==> config.mk <==
export PLATFORM = sky130hd
export DESIGN_NAME = pdu_input_front
export DESIGN_NICKNAME = d
export VERILOG_FILES = /design/src/rtl/pdu_input_front.sv
export SDC_FILE = /design/constraint.sdc
export NUM_CORES = 1
export LEC_CHECK = 0
export BUFFER_PORTS_ARGS = -buffer_cell sky130_fd_sc_hd__buf_2
export CAP_MARGIN = 20
export CORE_MARGIN = 2
export CORE_UTILIZATION = 50
export CTS_CLUSTER_DIAMETER = 200
export DETAILED_ROUTE_END_ITERATION = 10
export GPL_TIMING_DRIVEN = 0
export PLACE_DENSITY_LB_ADDON = 0.05
export SETUP_SLACK_MARGIN = 0.05
export SKIP_LAST_GASP = 1
export SYNTH_ARGS = -nofsm -noshare
export SYNTH_HDL_FRONTEND = slang
export SYNTH_SLANG_ARGS = --single-unit
export TNS_END_PERCENT = 1
==> constraint.sdc <==
create_clock -name clk -period 5.1 [get_ports clk]
set_input_delay 0.255 -clock clk [delete_from_list [all_inputs] [get_ports clk]]
set_output_delay 0.255 -clock clk [all_outputs]
set_load 0.01 [all_outputs]
==> src/rtl/pdu_input_front.sv <==
// pdu_input_front: board input front end for the PDU.
//   Synchronises and debounces five buttons and sixteen switches, turns button
//   presses into one-cycle command pulses, and turns switch events into hex
//   digits shifted into a 32-bit entry buffer.
//
// Optional build macro:
//   SW_BOTH_EDGE_EN - when defined, both rising and falling edges of a debounced
//                     switch enter its digit; otherwise only rising edges do.
//
// Ports:
//   clk        system clock
//   rst        synchronous reset, active-high
//   btn_step   raw step button
//   btn_cont   raw continue button
//   btn_chk    raw check button
//   btn_ent    raw enter button
//   btn_del    raw delete button
//   sw[15:0]   raw hex-entry switches
//   step_p     one-cycle pulse per step press
//   cont_p     one-cycle pulse per continue press
//   chk_p      one-cycle pulse per check press
//   ent_p      one-cycle pulse per enter press; din is the entered value meanwhile
//   del_p      one-cycle pulse per delete press
//   din        entry buffer, most recent digit in [3:0]
//   digit_cnt  number of digits held, 0..8
module pdu_input_front #(
    parameter int unsigned DB_CYCLES = 1000000
) (
    input  logic        clk,
    input  logic        rst,
    input  logic        btn_step,
    input  logic        btn_cont,
    input  logic        btn_chk,
    input  logic        btn_ent,
    input  logic        btn_del,
    input  logic [15:0] sw,
    output logic        step_p,
    output logic        cont_p,
    output logic        chk_p,
    output logic        ent_p,
    output logic        del_p,
    output logic [31:0] din,
    output logic [3:0]  digit_cnt
);

    localparam int unsigned NBTN = 5;
    localparam int unsigned NSW  = 16;
    localparam int unsigned NIN  = NBTN + NSW;
    localparam int unsigned CW   = $clog2(DB_CYCLES + 1);
    localparam logic [CW-1:0] CNT_LAST = CW'(DB_CYCLES - 1);
    localparam logic [3:0] MAX_DIGITS = 4'd8;

    // Bit map of the combined input vector: buttons in [4:0], switches in [20:5]
    localparam int unsigned B_ENT = 3;
    localparam int unsigned B_DEL = 4;

    logic [NIN-1:0]  raw;
    logic [NIN-1:0]  s1;
    logic [NIN-1:0]  s2;
    logic [NIN-1:0]  stable;
    logic [NIN-1:0]  stable_n;
    logic [CW-1:0]   db_cnt   [NIN];
    logic [CW-1:0]   db_cnt_n [NIN];

    logic [NBTN-1:0] pulse;
    logic [NBTN-1:0] pulse_n;
    logic [NSW-1:0]  sw_ev;
    logic            dig_vld;
    logic            dig_vld_n;
    logic [3:0]      dig_idx;
    logic [3:0]      dig_idx_n;

    logic [31:0]     din_n;
    logic [3:0]      digit_cnt_n;

    assign raw = {sw, btn_del, btn_ent, btn_chk, btn_cont, btn_step};

    // Debounce: accept s2 after DB_CYCLES consecutive mismatching edges
    always_comb begin
        stable_n = stable;
        for (int i = 0; i < int'(NIN); i++) begin
            db_cnt_n[i] = '0;
            if (s2[i] != stable[i]) begin
                if (db_cnt[i] == CNT_LAST) begin
                    stable_n[i] = s2[i];
                end else begin
                    db_cnt_n[i] = db_cnt[i] + CW'(1);
                end
            end
        end
    end

    // Edge detect on the next stable value so pulses leave a register directly
    always_comb begin
        pulse_n = stable_n[NBTN-1:0] & ~stable[NBTN-1:0];
`ifdef SW_BOTH_EDGE_EN
        sw_ev   = stable_n[NIN-1:NBTN] ^ stable[NIN-1:NBTN];
`else
        sw_ev   = stable_n[NIN-1:NBTN] & ~stable[NIN-1:NBTN];
`endif
    end

    // Lowest-index switch event wins; scanning downward leaves the lowest hit
    always_comb begin
        dig_vld_n = |sw_ev;
        dig_idx_n = '0;
        for (int i = int'(NSW) - 1; i >= 0; i--) begin
            if (sw_ev[i]) begin
                dig_idx_n = 4'(i);
            end
        end
    end

    // Entry buffer: updates on the edge closing a pulse cycle, ent > del > digit
    always_comb begin
        din_n       = din;
        digit_cnt_n = digit_cnt;
        if (pulse[B_ENT]) begin
            din_n       = '0;
            digit_cnt_n = '0;
        end else if (pulse[B_DEL]) begin
            if (digit_cnt != 4'd0) begin
                din_n       = {4'h0, din[31:4]};
                digit_cnt_n = digit_cnt - 4'd1;
            end
        end else if (dig_vld) begin
            din_n = {din[27:0], dig_idx};
            if (digit_cnt != MAX_DIGITS) begin
                digit_cnt_n = digit_cnt + 4'd1;
            end
        end
    end

    // State registers
    always_ff @(posedge clk) begin
        if (rst) begin
            s1        <= '0;
            s2        <= '0;
            stable    <= '0;
            pulse     <= '0;
            dig_vld   <= 1'b0;
            dig_idx   <= '0;
            din       <= '0;
            digit_cnt <= '0;
            for (int i = 0; i < int'(NIN); i++) begin
                db_cnt[i] <= '0;
            end
        end else begin
            s1        <= raw;
            s2        <= s1;
            stable    <= stable_n;
            pulse     <= pulse_n;
            dig_vld   <= dig_vld_n;
            dig_idx   <= dig_idx_n;
            din       <= din_n;
            digit_cnt <= digit_cnt_n;
            for (int i = 0; i < int'(NIN); i++) begin
                db_cnt[i] <= db_cnt_n[i];
            end
        end
    end

    assign step_p = pulse[0];
    assign cont_p = pulse[1];
    assign chk_p  = pulse[2];
    assign ent_p  = pulse[B_ENT];
    assign del_p  = pulse[B_DEL];

endmodule

==> results.yml, run 1 <==
place:
  preCtsSetupSlack_ns: 2.65
  port_buffers: 63
  gp_congestion: 0.810
  post-place-cells: 3150
  place_hpwl_um: 31000
synth:
  synth_area_per_cell_um2: 8.90
  yosys_warnings: 0
  syn_nets: 2542
  netlist_area_um2: 22200
  ys_async_sr_fraction: 0
  synthFlopType: "dfxtp_1"
  synth-seq-cells: 529
  synth_top_family_by_area: "simple AND/OR/NAND/NOR gates"
  synthAdderAreaFrac: 0.0139
  synth_cells: 2495
  synth_xor_area_frac: 0.148
  yosysUniqueCellTypes: 64
  synth_enable_flop_cells: 0
  synth_compound_area_frac: 0.0300
  synthSimpleGateAreaFrac: 0.291
  muxShareOfSynthArea: 0.0212
  ys_seq_area_frac: 0.477
clock_tree:
  postCtsHoldBufs: 21
  clkTransAtPathRegs_ns: 0.06
  ctsResizeCount: 0
  ctsLongestPathBuffers: 3
  cts_tree: "yes"
  cts.htree.levels: 2
  cts_buffers: 55
  numClockSinks: 529
  cts_setup_buffers: 0
  root_buffer: "clkbuf_16"
  clk_latency_ns: 0.59
flow_run:
  drv_cap: 0
layout:
  n_antenna_cell: 0
  final_util: 0.576
  fin_nets: 2683
  final_cell_count_no_fill: 3271
  layout-drive-gt1-share: 0.0713
  area_growth_syn_to_layout_pct: 14.1
  nFillCells: 3953
floorplan:
  core.rowCount: 77
  core_um2: 44000
  ios: 64
  die_w_um: 215
  die_y_um: 215
  start_util: 0.504
  die-area_um2: 46100
critical_path:
  cp_max_fo: 5
  crit_path_start_kind: "flip-flop"
  cp_num_buf_inv: 0
  crit_type: "reg2reg"
  slowest_delay_ns: 0.47
  required_ns: 5.57
  cp_top_family: "simple AND/OR/NAND/NOR gates"
  worst_path_max_delay_cell: "or4_1"
  worst_ep_arrival_time_ns: 2.97
  end_kind: "flip-flop"
  path_cells: "ha_1 > nand2_1 > or4_1 > nand4bb_1 > nand3_1 > o2111ai_1 > a32o_1"
drt:
  drc: 0
  drt_iter0_drc: 843
  via_per_inst: 5.16
  vias: 16900
  firstDrtPassIters: 5
  wl_um: 44800
  wl_per_cell_um: 13.7
  ant_nets: 0
timing:
  timing.final.ws_setup_ns: 2.59
  slew_headroom: 0.391
  clock.fmax_ghz: 0.399
  maxSlewViolCount: 0
  setup_violations: 0
  final-hold-violation-count: 0
  fin_tns_setup_ns: 0
  finalCritPeriodShare: 0.492
  worstMarginPinSlew_ns: 0.913
  rsz0062_at_grt: "no"
  finClkSkew_ns: 0.0124
  fin_crit_ns: 2.51
grt:
  grt_pass1_vias: 16000
  antenna_found_initial: 0
  grt_max_degree: 14
  grt_overflow: 0
  grt_pass1_wl_um: 76100
  grtUsageTotal: 0.193
pwr:
  p_leak_uw: 0.00833
  power.total_uw: 8360
  powerDensity_nw_per_um2: 330
  worst_ir_drop_vdd_uv: 226
outcome:
  outcome: "completed"
hold_path:
  hold_class: "in2reg"
cell usage in the layout (no fill, tap or decap), drive strengths merged, types with 23 or more instances in the layout:
| master | netlist | routed |
|---|---|---|
| and4 | 24 | 24 |
| buf | 16 | 79 |
| and3 | 78 | 78 |
| nor4 | 29 | 29 |
| clkbuf | 43 | 128 |
| xor2 | 192 | 192 |
| or3 | 41 | 41 |
| nor4b | 25 | 25 |
| dfxtp | 529 | 529 |
| o21ai | 27 | 27 |
| nand3 | 180 | 180 |
| a21oi | 40 | 40 |
| nand2 | 147 | 147 |
| xnor2 | 182 | 182 |
| nor2b | 51 | 51 |
| mux2i | 47 | 47 |
| ha | 23 | 23 |
| nand4 | 67 | 67 |
| nor2 | 534 | 534 |
| inv | 48 | 48 |
| a211oi | 29 | 29 |
| nor3 | 49 | 49 |
routing by layer:
layer	vias to the layer above	track usage	part of all wire	wire, um
met5	-	0	0	0
met4	0	0.0477	0.019	847
li1	8747	-	-	-
met1	7880	0.255	0.48	21500
met3	63	0.0347	0.035	1550
met2	182	0.328	0.47	20900
per-stage QoR:
stage / instance area [um2] / hold WS [ns]
2_1_floorplan: 22200 / 0.383
3_3_place_gp: 23300 / 0.417
3_5_place_dp: 23300 / 0.425
4_1_cts: 25300 / 0.253
5_1_grt: 25300 / 0.302
6_report: 25300 / 0.288
path summary, 6_finish.rpt:
kind,startpoint,endpoint,slack (ns),cells after the start
worst max-delay path,db_cnt[1][140]$_SDFF_PP0_,dig_idx[0]$_SDFF_PP0_,2.59,7
worst max register to register,db_cnt[1][140]$_SDFF_PP0_,dig_idx[0]$_SDFF_PP0_,2.59,7
worst min-delay path,rst,dig_idx[2]$_SDFF_PP0_,0.29,4
worst min register to register,s1[2]$_SDFF_PP0_,s2[2]$_SDFF_PP0_,0.43,1
final cells by class:
cell class / instances / area (um2) / area share
Inverter: 48 / 180 / 0.00711
Clock inverter: 15 / 150 / 0.00592
Timing Repair Buffer: 84 / 526 / 0.0207
Tap cell: 592 / 741 / 0.0292
Sequential cell: 529 / 10600 / 0.418
Clock buffer: 85 / 1720 / 0.0679
Multi-Input combinational cell: 1859 / 11200 / 0.441
Buffer: 59 / 258 / 0.0102
sequential cells by signal, indices dropped and copies added (netlist names):
| signal | count |
|---|---|
| db_cnt | 420 |
| din | 32 |
| s1 | 21 |
| s2 | 21 |
| stable | 21 |
| pulse | 5 |
| dig_idx | 4 |
| digit_cnt | 4 |
| dig_vld | 1 |
logic make-up after synthesis:
family,after synthesis
AOI/OAI and AO/OA,110
xor gates and xnor gates,374
adders and majority gates,24
buffers and inverters,107
DFF,529
muxes,47
and+or+nand+nor,1304
worst reg2reg max path: stages, from the launching register on:
cell and delay [ns]:
dfxtp_1 0.38, ha_1 0.29, nand2_1 0.13, or4_1 0.47
nand4bb_1 0.34, nand3_1 0.18, o2111ai_1 0.26, a32o_1 0.32
power breakdown:
part / leakage, uW / total (uW) / switching, uW / internal, uW
sequential: 0.00427 / 4170 / 12.2 / 4150
combinational: 0.00312 / 113 / 70.9 / 41.8
clock: 0.000939 / 4080 / 1620 / 2460
cell usage after synthesis (3+ instances only):
| cell | count | area [um2] |
|---|---|---|
| a21oi_1 | 40 | 200 |
| buf_2 | 12 | 60.1 |
| nor2_1 | 534 | 2000 |
| mux2i_1 | 47 | 470 |
| clkbuf_1 | 42 | 158 |
| nand3_1 | 179 | 896 |
| buf_4 | 3 | 22.5 |
| nand2_1 | 145 | 544 |
| nor4bb_1 | 3 | 30.0 |
| xnor2_1 | 182 | 1590 |
| or2_2 | 4 | 25.0 |
| nand4_1 | 67 | 419 |
| ha_1 | 23 | 288 |
| and2_1 | 11 | 68.8 |
| nor2b_1 | 50 | 313 |
| nor4b_1 | 25 | 219 |
| nand3b_1 | 5 | 37.5 |
| xor2_1 | 192 | 1680 |
| and4_1 | 23 | 201 |
| and3_1 | 76 | 475 |
| nor4_1 | 27 | 169 |
| a211oi_1 | 29 | 218 |
| nand4b_1 | 6 | 52.6 |
| nand4bb_1 | 4 | 45.0 |
| nand2b_1 | 21 | 131 |
| nor3_1 | 49 | 245 |
| or4b_1 | 4 | 40.0 |
| o21ai_0 | 27 | 135 |
| dfxtp_1 | 529 | 10600 |
| or4_1 | 8 | 60.1 |
| inv_1 | 48 | 180 |
| or3_1 | 41 | 257 |
Power figures use the tool's default switching activity.
==> run 2, diff against run 1 <==
- clock period: 5.1 -> 2.4 ns (I/O delays scaled with it)
==> run 2 against run 1 <==
  * Register-to-register slack lost 2.6 ns
  * Critical endpoint unchanged
  * Sequential cell count unchanged
  * Via count up 0.23%
  * Total power is 110% higher
  * Sequential power increased by 110%
==> results.yml, run 2 (synthesis gave the netlist of run 1 again) <==
layout:
  area_growth_syn_to_layout_pct: 14.3
  regMostFlops: "db_cnt"
  n_antenna_cell: 0
  mostFrequentLayoutCells: "nor2_1 (534), dfxtp_1 (529), xor2_1 (192)"
  final_cell_count_no_fill: 3271
  largest_reg_flops: 420
  fin_nets: 2683
  top_regs: "db_cnt (420), din (32)"
  final_common_cell: "nor2_1"
  layout-drive-gt1-share: 0.0743
hold_path:
  hp-start: "rst"
  holdPathStages: 4
  min_to: "db_cnt[0][1]$_SDFF_PP0_"
  hold_class: "in2reg"
pwr:
  netSwitchingFraction: 0.204
  p_switching_uw: 3620
  p_seq_frac: 0.499
  powerDensity_nw_per_um2: 699
  p_leak_uw: 0.00834
  worst_ir_drop_vdd_uv: 484
  internal_power_uw: 14100
  power_frac_comb: 0.014
  power.total_uw: 17800
  clockPowerShare: 0.488
critical_path:
  crit_path_start_kind: "flip-flop"
  end_kind: "flip-flop"
  ff2ff_setup_slack_ns: 0.02
  worst_ep_arrival_time_ns: 2.85
  cp_max_fo: 5
  rr_startpoint: "db_cnt[1][146]$_SDFF_PP0_"
  required_ns: 2.87
  r2r_cells: 6
  reg2reg_to: "dig_idx[0]$_SDFF_PP0_"
  crit_type: "reg2reg"
drt:
  wl_per_cell_um: 13.7
  ant_nets: 0
  wl_um: 44800
  via_per_inst: 5.17
  firstDrtPassIters: 5
  drc: 0
  drt_iter0_drc: 896
  vias: 16900
grt:
  grt_pass1_wl_um: 76100
  antenna_found_initial: 0
  grt_overflow: 0
  grtUsageTotal: 0.193
  grt_pass1_vias: 16000
  grt_max_degree: 14
timing:
  setup_violations: 0
  finClkSkew_ns: 0.0122
  finalCritPeriodShare: 0.992
  fin_crit_ns: 2.38
  rsz0062_at_grt: "yes"
  clock.fmax_ghz: 0.420
  slew_headroom: 0.398
  final-hold-violation-count: 0
  worstMarginPinSlew_ns: 0.904
  maxSlewViolCount: 0
clock_tree:
  clk_latency_ns: 0.59
  cts.htree.levels: 2
  root_buffer: "clkbuf_16"
  ctsLongestPathBuffers: 3
  cts_tree: "yes"
  cts_buffers: 55
  numClockSinks: 529
  clkTransAtPathRegs_ns: 0.06
place:
  port_buffers: 63
  gp_congestion: 0.810
  place_hpwl_um: 31000
  post-place-cells: 3150
floorplan:
  core_um2: 44000
  start_util: 0.504
  die_y_um: 215
  die-area_um2: 46100
  ios: 64
  die_w_um: 215
  core.rowCount: 77
outcome:
  outcome: "completed"
flow_run:
  drv_cap: 0
run 2: changes by cell type in the layout (fill, tap and decap cells not counted), sizes merged:
cell and change:
buf +1, clkbuf -1
run 2: layout make-up:
type | count | area [um2]
repair buffers | 85 | 533
clock buffers | 85 | 1720
flip-flops and latches | 529 | 10600
plain buffers | 58 | 255
clock inverters | 15 | 150
inverters | 48 | 180
fillers | 3947 | 18600
multi-input cells | 1859 | 11200
well taps | 592 | 741
run 2: what timing repair did:
action,CTS,global route
hold buffers,21,0
hold endpoints to repair,21,0
setup buffers,0,1
gates resized for setup,1,7
pin swaps,0,1
endpoints found under the setup margin,4,73
run 2: per-stage QoR:
stage	utilization	hold WS, ns	instance area [um2]	setup TNS, ns	setup slack [ns]
2_1_floorplan	-	0.248	22200	0	0.274
3_3_place_gp	0.528	0.329	23300	-0.0533	-0.0443
3_5_place_dp	0.528	0.335	23300	-0.0842	-0.0514
4_1_cts	0.576	0.118	25300	-0.0815	-0.0438
5_1_grt	0.577	0.167	25400	-0.353	-0.0456
6_report	0.577	0.152	25400	0	0.0197
run 2: power by group through the flow:
stage / clock [uW] / combinational [uW] / sequential (uW)
floorplan: 0 / 128 / 9040
global placement: 0 / 215 / 9040
detailed placement: 0 / 216 / 9050
CTS: 8910 / 245 / 8850
global route: 9250 / 266 / 8850
finish: 8660 / 240 / 8850
run 2: how the worst max path moves through the flow:
stage / slack [ns] / end / cells after the start / startpoint
after floorplan: 0.27 / digit_cnt[2]$_SDFFE_PP0P_ / 7 / pulse[4]$_SDFF_PP0_
after global placement: -0.04 / digit_cnt[2]$_SDFFE_PP0P_ / 7 / pulse[4]$_SDFF_PP0_
after detailed placement: -0.05 / digit_cnt[2]$_SDFFE_PP0P_ / 7 / pulse[4]$_SDFF_PP0_
after CTS: -0.04 / dig_idx[0]$_SDFF_PP0_ / 7 / db_cnt[1][140]$_SDFF_PP0_
after global routing: -0.05 / dig_vld$_SDFF_PP0_ / 7 / db_cnt[0][140]$_SDFF_PP0_
final: 0.02 / dig_idx[0]$_SDFF_PP0_ / 6 / db_cnt[1][146]$_SDFF_PP0_
run 2: critical path, cell delays in order (launching register included):
cell and delay (ns):
dfxtp_1 0.35, or4b_1 0.52, nor3_1 0.46, nand4bb_4 0.19, nand3_1 0.13, o2111ai_1 0.27, a32o_1 0.33
run 2: metal layers:
metal,global-route usage,wire (um)
met1,0.255,21600
met5,0,0
met3,0.0347,1460
met2,0.328,20900
met4,0.0477,833
==> run 3, diff against run 2 <==
- CORE_MARGIN: 2 -> 3
==> run 3 against run 2 <==
  * Total power rose by 3.5%
  * Worst hold slack better by 0.0053 ns
  * Combinational power about the same
  * Largest power group is now clock
  * Critical endpoint unchanged
  * Global-route usage fell by 0.12 points
  * Clock skew up 0.0057 ns
  * Sequential cell count unchanged
  * Sequential share of layout area fell by 0.24 points
  * Highest routed layer unchanged
==> results.yml, run 3 (synthesis gave the netlist of run 1 again) <==
critical_path:
  rr_startpoint: "db_cnt[1][140]$_SDFF_PP0_"
  required_ns: 2.87
  cp_num_buf_inv: 0
  slowest_delay_ns: 0.48
  path_cells: "ha_2 > nand2_1 > or4_1 > nand4bb_4 > nand3_1 > o2111ai_1 > a32o_1"
  worst_ep_arrival_time_ns: 2.78
  crit_path_start_kind: "flip-flop"
  startpoint: "db_cnt[1][140]$_SDFF_PP0_"
  end_kind: "flip-flop"
  crit_type: "reg2reg"
  cp_top_family: "simple AND/OR/NAND/NOR gates"
  cp_max_fo: 5
  ff2ff_setup_slack_ns: 0.09
  worst_path_max_delay_cell: "or4_1"
grt:
  grt_max_degree: 15
  grt_pass1_vias: 16200
  antenna_found_initial: 1
  grt_overflow: 0
  grtUsageTotal: 0.192
  grt_pass1_wl_um: 77100
clock_tree:
  ctsLongestPathBuffers: 3
  root_buffer: "clkbuf_16"
  clk_latency_ns: 0.60
  cts_tree: "yes"
  cts_buffers: 55
  clkTransAtPathRegs_ns: 0.06
  numClockSinks: 529
  cts.htree.levels: 2
timing:
  worstMarginPinSlew_ns: 1.01
  final-hold-violation-count: 0
  clock.fmax_ghz: 0.433
  slew_headroom: 0.324
  finClkSkew_ns: 0.0178
  fin_crit_ns: 2.31
  finalCritPeriodShare: 0.962
  holdWs_ns: 0.157
  maxSlewViolCount: 0
  setup_violations: 0
  rsz0062_at_grt: "yes"
drt:
  drt_iter0_drc: 845
  vias: 16800
  via_per_inst: 5.14
  wl_per_cell_um: 13.7
  wl_um: 44800
  drc: 0
  firstDrtPassIters: 7
  ant_nets: 0
layout:
  top_regs: "db_cnt (420), din (32)"
  layout-drive-gt1-share: 0.0772
  fin_nets: 2682
  final_common_cell: "nor2_1"
  regMostFlops: "db_cnt"
  area_growth_syn_to_layout_pct: 15.0
  mostFrequentLayoutCells: "nor2_1 (534), dfxtp_1 (529), xor2_1 (192)"
  nFillCells: 3929
  largest_reg_flops: 420
floorplan:
  die_w_um: 217
  ios: 64
  core_um2: 43500
  die-area_um2: 47000
  die_y_um: 217
  core.rowCount: 76
  start_util: 0.511
place:
  gp_congestion: 0.818
  port_buffers: 63
  place_hpwl_um: 31100
hold_path:
  hp-start: "rst"
  hold_class: "in2reg"
pwr:
  powerDensity_nw_per_um2: 720
  p_leak_uw: 0.00841
  power.total_uw: 18400
  worst_ir_drop_vdd_uv: 556
flow_run:
  drv_cap: 0
outcome:
  outcome: "completed"
==> run 3: cell types whose count changed in the layout (fill, tap and decap cells not counted) <==
cell and change:
diode_2 +1, clkinvlp_4 +2, clkbuf_8 -3, nand2_1 +1
nand2_2 -1, buf_4 -1, nor4b_2 +1, nor4b_1 -1
bufinv_16 +6, clkinv_2 +3, clkbuf_1 -6, inv_6 +1
==> run 3: final timing paths <==
path | endpoint | depth (start not counted)
setup / recovery | dig_idx[0]$_SDFF_PP0_ | 7
hold / removal | db_cnt[0][1]$_SDFF_PP0_ | 4
setup reg to reg | dig_idx[0]$_SDFF_PP0_ | 7
hold reg to reg | s2[4]$_SDFF_PP0_ | 1
==> run 3: per-stage QoR <==
stage,TNS (ns),cell area (um2),worst slack (ns),utilization,instances
2_1_floorplan,0,22200,0.274,-,2495
3_3_place_gp,-0.105,23300,-0.0619,0.535,3143
3_5_place_dp,-0.171,23300,-0.0729,0.535,3143
4_1_cts,-0.0393,25500,-0.0393,0.587,3267
5_1_grt,-0.767,25500,-0.0906,0.588,3267
6_report,0,25500,0.0910,0.588,3267
==> run 3: area by class of cell <==
class	count	area, um2	share of cell area
multi-input combinational	1859	11200	0.439
buffer	58	255	0.0100
tap	585	732	0.0287
timing repair buffer	84	526	0.0206
clock inverter	27	369	0.0145
inverter	48	180	0.00706
clock buffer	76	1660	0.0649
antenna	1	2.50	0.0000980
sequential	529	10600	0.415
==> run 3: metal layers <==
layer / vias up / part of all wire / track usage
li1: 8735 / - / -
met1: 7821 / 0.48 / 0.253
met3: 76 / 0.041 / 0.0409
met4: 0 / 0.019 / 0.0444
met2: 176 / 0.46 / 0.325
met5: - / 0 / 0
==> run 3: worst reg2reg max path, stage by stage (launching register included) <==
cell	delay, ns
dfxtp_1	0.41
ha_2	0.27
nand2_1	0.11
or4_1	0.48
nand4bb_4	0.28
nand3_1	0.13
o2111ai_1	0.22
a32o_1	0.29
==> run 3: what timing repair did <==
item                                    4_1_cts  5_1_grt
endpoints found under the setup margin        6       71
endpoints found under the hold margin        21        0
setup buffers                                 0        0
hold buffers                                 21        0
resized for setup                             3        5
==> run 3: power breakdown <==
part	switching [uW]	leakage (uW)	total (uW)	internal, uW
clock	3500	0.00101	9280	5780
combinational	154	0.00313	243	88.8
sequential	25.6	0.00427	8850	8820
total	3680	0.00841	18400	14700
